**config.mk**
```make
export PLATFORM = sky130hd
export DESIGN_NAME = traffic_light_ctrl
export DESIGN_NICKNAME = d
export VERILOG_FILES = /design/src/rtl/traffic_light_ctrl.sv
export SDC_FILE = /design/constraint.sdc
export NUM_CORES = 1
export LEC_CHECK = 0
export BUFFER_PORTS_ARGS = -buffer_cell sky130_fd_sc_hd__buf_4
export CORE_MARGIN = 2
export CORE_UTILIZATION = 55
export DETAILED_ROUTE_END_ITERATION = 16
export GPL_ROUTABILITY_DRIVEN = 0
export PLACE_DENSITY_LB_ADDON = 0.08
export SYNTH_ARGS = -nofsm -noshare
export SYNTH_HDL_FRONTEND = slang
export SYNTH_SLANG_ARGS = --single-unit
```
**constraint.sdc**
```tcl
create_clock -name clk -period 5.6 [get_ports clk]
set_clock_uncertainty 0.15 [all_clocks]
set_input_delay 1.12 -clock clk [delete_from_list [all_inputs] [get_ports clk]]
set_output_delay 1.12 -clock clk [all_outputs]
set_load 0.05 [all_outputs]
```
**src/rtl/traffic_light_ctrl.sv**
```systemverilog
// rtl/traffic_light_ctrl.sv - two-road traffic light controller with pedestrian walk phase
// Timing counts ticks from the upstream divider; lamps are a Moore decode of the state register.
module traffic_light_ctrl #(
   parameter int GREEN_MIN_TICKS = 4,
   parameter int YELLOW_TICKS    = 3,
   parameter int ALLRED_TICKS    = 1,
   parameter int WALK_TICKS      = 5,
   parameter int CW              = 4
) (
   input  logic       clk,
   input  logic       reset,
   input  logic       tick,
   input  logic       ta,
   input  logic       tb,
   input  logic       ped_req,
   output logic [1:0] la,
   output logic [1:0] lb,
   output logic       walk,
   output logic [2:0] state_o
);

   typedef enum logic [2:0] {
      AG  = 3'd0,
      AY  = 3'd1,
      AR1 = 3'd2,
      BG  = 3'd3,
      BY  = 3'd4,
      AR2 = 3'd5,
      PW  = 3'd6
   } state_t;

   localparam logic [1:0] LAMP_G = 2'b00;
   localparam logic [1:0] LAMP_Y = 2'b01;
   localparam logic [1:0] LAMP_R = 2'b10;

   localparam logic [CW-1:0] GREEN_LAST  = CW'(GREEN_MIN_TICKS - 1);
   localparam logic [CW-1:0] YELLOW_LAST = CW'(YELLOW_TICKS - 1);
   localparam logic [CW-1:0] ALLRED_LAST = CW'(ALLRED_TICKS - 1);
   localparam logic [CW-1:0] WALK_LAST   = CW'(WALK_TICKS - 1);

   // Plain vector register so an undefined code (7) can exist and be recovered from.
   logic [2:0]    state_q;
   state_t        state_d;
   logic [CW-1:0] timer_q;
   logic [CW-1:0] timer_d;
   logic [CW-1:0] limit_last;
   logic          ped_pend_q;
   logic          ped_pend_d;
   logic          dir_b_q;
   logic          dir_b_d;
   logic          phase_done;

   always_ff @(posedge clk) begin
      if (reset) begin
         state_q    <= AG;
         timer_q    <= '0;
         ped_pend_q <= 1'b0;
         dir_b_q    <= 1'b1;
      end else begin
         state_q    <= state_d;
         timer_q    <= timer_d;
         ped_pend_q <= ped_pend_d;
         dir_b_q    <= dir_b_d;
      end
   end

   always_comb begin
      limit_last = '0;
      case (state_q)
         AG, BG:   limit_last = GREEN_LAST;
         AY, BY:   limit_last = YELLOW_LAST;
         AR1, AR2: limit_last = ALLRED_LAST;
         PW:       limit_last = WALK_LAST;
         default:  limit_last = '0;
      endcase
   end

   // Timer never passes limit_last, so equality doubles as "minimum reached" in greens.
   assign phase_done = (timer_q == limit_last);

   always_comb begin
      state_d = AG;
      dir_b_d = dir_b_q;
      case (state_q)
         AG: begin
            state_d = AG;
            if (tick && phase_done && (!ta || ped_pend_q)) state_d = AY;
         end
         AY: begin
            state_d = AY;
            if (tick && phase_done) state_d = AR1;
         end
         AR1: begin
            state_d = AR1;
            if (tick && phase_done) begin
               state_d = ped_pend_q ? PW : BG;
               dir_b_d = 1'b1;
            end
         end
         BG: begin
            state_d = BG;
            if (tick && phase_done && (!tb || ped_pend_q)) state_d = BY;
         end
         BY: begin
            state_d = BY;
            if (tick && phase_done) state_d = AR2;
         end
         AR2: begin
            state_d = AR2;
            if (tick && phase_done) begin
               state_d = ped_pend_q ? PW : AG;
               dir_b_d = 1'b0;
            end
         end
         PW: begin
            state_d = PW;
            if (tick && phase_done) state_d = dir_b_q ? BG : AG;
         end
         default: state_d = AG;
      endcase
   end

   // State only moves on ticks, except the illegal-code escape which also clears the timer.
   always_comb begin
      timer_d = timer_q;
      if (state_d != state_q) begin
         timer_d = '0;
      end else if (tick && !phase_done) begin
         timer_d = timer_q + 1'b1;
      end
   end

   // Requests are dropped while walk is showing or about to show; otherwise they stick.
   always_comb begin
      ped_pend_d = ped_pend_q | ped_req;
      if (state_q == PW || state_d == PW) ped_pend_d = 1'b0;
   end

   always_comb begin
      la   = LAMP_R;
      lb   = LAMP_R;
      walk = 1'b0;
      case (state_q)
         AG:      la = LAMP_G;
         AY:      la = LAMP_Y;
         BG:      lb = LAMP_G;
         BY:      lb = LAMP_Y;
         PW:      walk = 1'b1;
         default: ;
      endcase
   end

   assign state_o = state_q;

endmodule
```
## Yosys cells after proc, flatten, opt, wreduce, memory -nomap -nowiden

Index checks and enable logic that the tools add are counted.
W data, S select, Z words.

- Bits in read-only memories: 0
- Register bits: 9
- Logic and storage cells: 52
- Input port bits: 6
- Output and inout port bits: 8
- Bits in writable memories: 0
- Latch bits: 0
- Memories: 0

- Add/subtract/negate cells: 1
- Shift operators: 0
- Multiplexer cells: 18
- Magnitude comparators: 0
- Bitwise operators: 1
- Multiply operators: 0
- Reductions and logical operators: 17
- Eq/ne operators: 11
- Divide/modulo/power cells: 0

Operator list:

| kind | count |
|---|---|
| $pmux W3 S7 | 1 |
| $mux W3 | 6 |
| $eq A3 B3 Y1 const B | 4 |
| $pmux W3 S3 | 1 |
| $pmux W2 S2 | 2 |
| $reduce_or A2 Y1 | 4 |
| $eq A3 B2 Y1 const B | 2 |
| $mux W1 | 5 |
| $add A4 B1 Y4 const B | 1 |
| $eq A4 B4 Y1 | 1 |
| $logic_and A1 B1 Y1 | 4 |
| $mux W2 | 2 |
| $ne A2 B2 Y1 const B | 2 |
| $eq A3 B1 Y1 const B | 1 |
| $logic_not A1 Y1 | 3 |
| $logic_not A3 Y1 | 1 |
| $logic_or A1 B1 Y1 | 3 |
| $ne A3 B3 Y1 | 1 |
| $reduce_and A3 Y1 | 1 |
| $pmux W1 S2 | 1 |
| $reduce_bool A2 Y1 | 1 |
| $or A1 B1 Y1 | 1 |

## Longest topological paths before layout

- Depth in word-level cells: 11
- Depth in mapped cells: 7
- Depth with buffers taken out: 6

## Least setup slack after synthesis

OpenSTA, ideal clock, no wires.

- Kind: flip-flop to output port
- Start: register state_q[2] (netlist: state_o[2])
- End: output port lb[1]
- Path buffers: 1
- Data arrival time: 1.971 ns
- Data required time: 4.330 ns
- Stages on the path, launching flop included: 4
- Setup slack: 2.359 ns
- Path through: dfxtp_1 > buf_6 > nor3b_2 > nor2_1

- Word-level cells in the longest chain between the ends: 2
- Elaborated cells on any way between the ends: 3
- Those cells by class: eq/ne: 2; mux: 1

Ends and longest elaborated chain:

| item | line | text |
|---|---|---|
| from (decl) | 42 | `logic [2:0] state_q;` |
| from (signal assigned) | 60 | `state_q <= state_d;` |
| $eq A3 B3 Y1 / $eq A3 B2 Y1 (equally long branches) | 143 | `case (state_q)` |
| $pmux W2 S2 * | 143 |  |
| to (decl) | 17 | `output logic [1:0] lb,` |

Mark *: on every way between the ends. The rest lies on a longest branch, timed or not.

## Final worst setup path

Ends and elaborated chain as after synthesis.

==> run_results.csv <==
group,metric,value,unit
outcome,status,"complete, no violations",
worst_setup_path,r2r-start,"state_o[2]$_SDFF_PP0_",
timing,worstMarginPinSlew,580,ps
cts,cts_buffer_depth,2,
power_and_ir_drop,p_sw,0.0576,mW
cells_and_area,diodes,0,
worst_setup_path,worst_ep_arrival_time,1500,ps
timing,slew_headroom,61.0,%
cts,postCtsHoldBufs,0,
floorplan,num_io_pins,14,
power_and_ir_drop,p_int,0.111,mW
power_and_ir_drop,swShare,34.1,%
global_route,groute.usage.overall,25.5,%
routing,dr.pass1.iters,4,
power_and_ir_drop,power_frac_clock,32.8,%
cts,numCtsBuffers,3,
placement,hpwlAfterDp,1.25,mm
synth,synth_common_cells,"nor2_1, o21ai_0, dfxtp_1",
timing,fmaxAchievable,361,MHz
global_route,grt_pass1_wl,2.73,mm
floorplan,die-height,40.4,µm
placement,dpl.cell_count,118,
hold_path,hold_depth,2,
power_and_ir_drop,power_leakage,0.324,nW
floorplan,rows,13,
routing,routed_wirelength,1.72,mm
worst_setup_path,worst_setup_path_start_kind,"flip-flop",
global_route,grt_pass1_vias,603,
synth,synth_edf_count,0,
routing,avgRoutedWirePerCell,14.1,µm
timing,rsz0062_at_grt,"no",
cells_and_area,drive_above_1_share,24.3,%
worst_setup_path,r2r_cells,6,
power_and_ir_drop,peakVddDrop,0.136,mV
synth,synthTopCellsByArea,"dfxtp_1, o21ai_0, nor2_1",
worst_setup_path,crit_type,"reg -> out",
cells_and_area,finalNonFillerCells,122,
cts,clock_sinks,9,
cells_and_area,final_nets,115,
synth,yosys.cell_types.count,40,
cts,clock_latency,270,ps
routing,viasPerCell,6.15,
run,drv_cap,0,
floorplan,dieArea,1630,µm²
cells_and_area,area_growth,15.3,%
worst_setup_path,slowest_stage,"dfxtp_1",
worst_setup_path,endpoint_kind,"output pin",
routing,drt-initial-drc-count,23,
power_and_ir_drop,seq_power_share,44.4,%
synth,synth_most_common_cell,"nor2_1",
synth,synth_nets,101,
synth,synthCells,94,
synth,yosysSeqAreaShare,24.7,%
worst_setup_path,rr_endpoint,"timer_q[2]$_SDFFE_PP0P_",
cts,root_buffer,"clkbuf_4",
timing,finalHoldViolations,0,
cells_and_area,fillers,115,
hold_path,hold_path_class,"reg -> reg",
synth,synth_top_area_share,24.7,%
power_and_ir_drop,p_per_area,201,nW/µm²
floorplan,die_w,40.4,µm
cts,post_cts_buffers,0,
timing,drv_slew,0,
synth,synth_area_leader_cell,"dfxtp_1",
floorplan,core_area,1270,µm²
worst_setup_path,worst-r2r-setup-slack,3080,ps
timing,period_needed,2770,ps
worst_setup_path,cp_data_required_time,4330,ps
synth,ys_seq_elements,9,
global_route,grt_max_degree,19,
hold_path,hold_path_end,"dir_b_q$_SDFFE_PP1P_",
global_route,antenna_found_initial,0,
routing,antenna_left,0,
worst_setup_path,path_max_fanout,18,
global_route,gr-total-overflow,0,
synth,async_flop_share,0,%
hold_path,hp-start,"dir_b_q$_SDFFE_PP1P_",
routing,drc,0,
cts,htree_levels,1,
floorplan,initial_core_util,57.5,%
synth,yosysWarningCount,0,
synth,synth_flop_cell,"dfxtp_1",
placement,numPortBuffers,13,
timing,setup_viol,0,
timing,post-route-period-util,49.4,%
worst_setup_path,cp_cell_sequence,"nor3b_2 > nor2_1 > buf_4",
timing,fin_tns_setup,0,ps
cts,cts_tree,"built",
cts,cts_resized,0,
cts,cts.clk_slew.worst_paths,70,ps
synth,synth_area,729,µm²
power_and_ir_drop,comb_power_share,22.8,%
routing,dr_total_vias,750,
synth,synth_area_per_cell,7.76,µm²
worst_setup_path,cp_slowest_stage_delay,650,ps
-- worst max-delay path by stage --
stage	startpoint	to	cells after the start
floorplan	state_o[2]$_SDFF_PP0_	lb[1]	3
global placement	tick	state_o[0]$_SDFF_PP0_	6
detailed placement	tick	state_o[0]$_SDFF_PP0_	6
CTS	state_o[2]$_SDFF_PP0_	lb[1]	3
global route	state_o[2]$_SDFF_PP0_	lb[1]	3
finish	state_o[2]$_SDFF_PP0_	lb[1]	3
-- area by class of cell --
class / count / area [µm²] / area share (%)
repair buffers: 13 / 97.6 / 11.6
flip-flops and latches: 9 / 180 / 21.4
inverters: 3 / 11.3 / 1.34
multi-input cells: 78 / 507 / 60.3
well taps: 15 / 18.8 / 2.23
clock buffers: 4 / 26.3 / 3.13
-- layer usage --
layer | GRT usage [%] | up-vias | part of all wire, %
li1 | - | 382 | -
met1 | 34.4 | 344 | 49
met2 | 38.1 | 20 | 46
met3 | 5.00 | 4 | 3.6
met4 | 12.5 | 0 | 1.6
met5 | 0 | - | 0
-- sequential cells by signal, indices dropped and copies added (netlist names) --
name / cells
ped_pend_q: 1
dir_b_q: 1
state_o: 3
timer_q: 4
-- through the flow --
stage                     cell area, µm²  worst slack (ps)  utilization (%)  hold slack (ps)  power, mW
after floorplan                      729              2360                -              337      0.105
after global placement               815              3070             64.2              378      0.114
after detailed placement             815              3040             64.2              388      0.115
after CTS                            841              2800             66.3              405      0.170
after global routing                 841              2710             66.3              453      0.177
final                                841              2830             66.3              409      0.169
-- critical path, delay by kind of cell (launching register included) --
kind | cells | cell delay [ps]
DFF | 1 | 650
and+or+nand+nor | 2 | 380
buffers and inverters | 1 | 190
-- cells by family after synthesis --
group	synth area share [%]
AND/OR/NAND/NOR	29.5
AO/OA/AOI/OAI	35.9
buffers and inverters	5.83
adder cells (fa/ha/maj)	1.71
XOR/XNOR	2.40
flip-flops	24.7
-- power groups by stage --
stage          Combinational [mW]  Clock, mW  Sequential, mW
4_1_cts                    0.0388     0.0560          0.0750
2_1_floorplan              0.0275          0          0.0771
3_5_place_dp               0.0384          0          0.0764
6_report                   0.0385     0.0554          0.0751
5_1_grt                    0.0425     0.0589          0.0760
3_3_place_gp               0.0378          0          0.0763
-- layout by cell type, fill, tap and decap left out, types with 2 or more instances in the layout --
cell type / synthesis / final
o311a_1: 2 / 2
a31o_2: 3 / 3
a21oi_1: 4 / 4
buf_4: 0 / 13
inv_1: 3 / 3
xor2_1: 2 / 2
a211oi_1: 3 / 3
clkbuf_4: 0 / 3
o21ai_0: 10 / 10
nor2_1: 11 / 11
o21bai_1: 2 / 2
nand2_1: 6 / 6
nand3_1: 2 / 2
nor3_1: 5 / 5
nor2b_1: 3 / 3
nand2b_1: 2 / 2
nand4_1: 2 / 2
dfxtp_1: 9 / 9
Power figures use the tool's default switching activity.
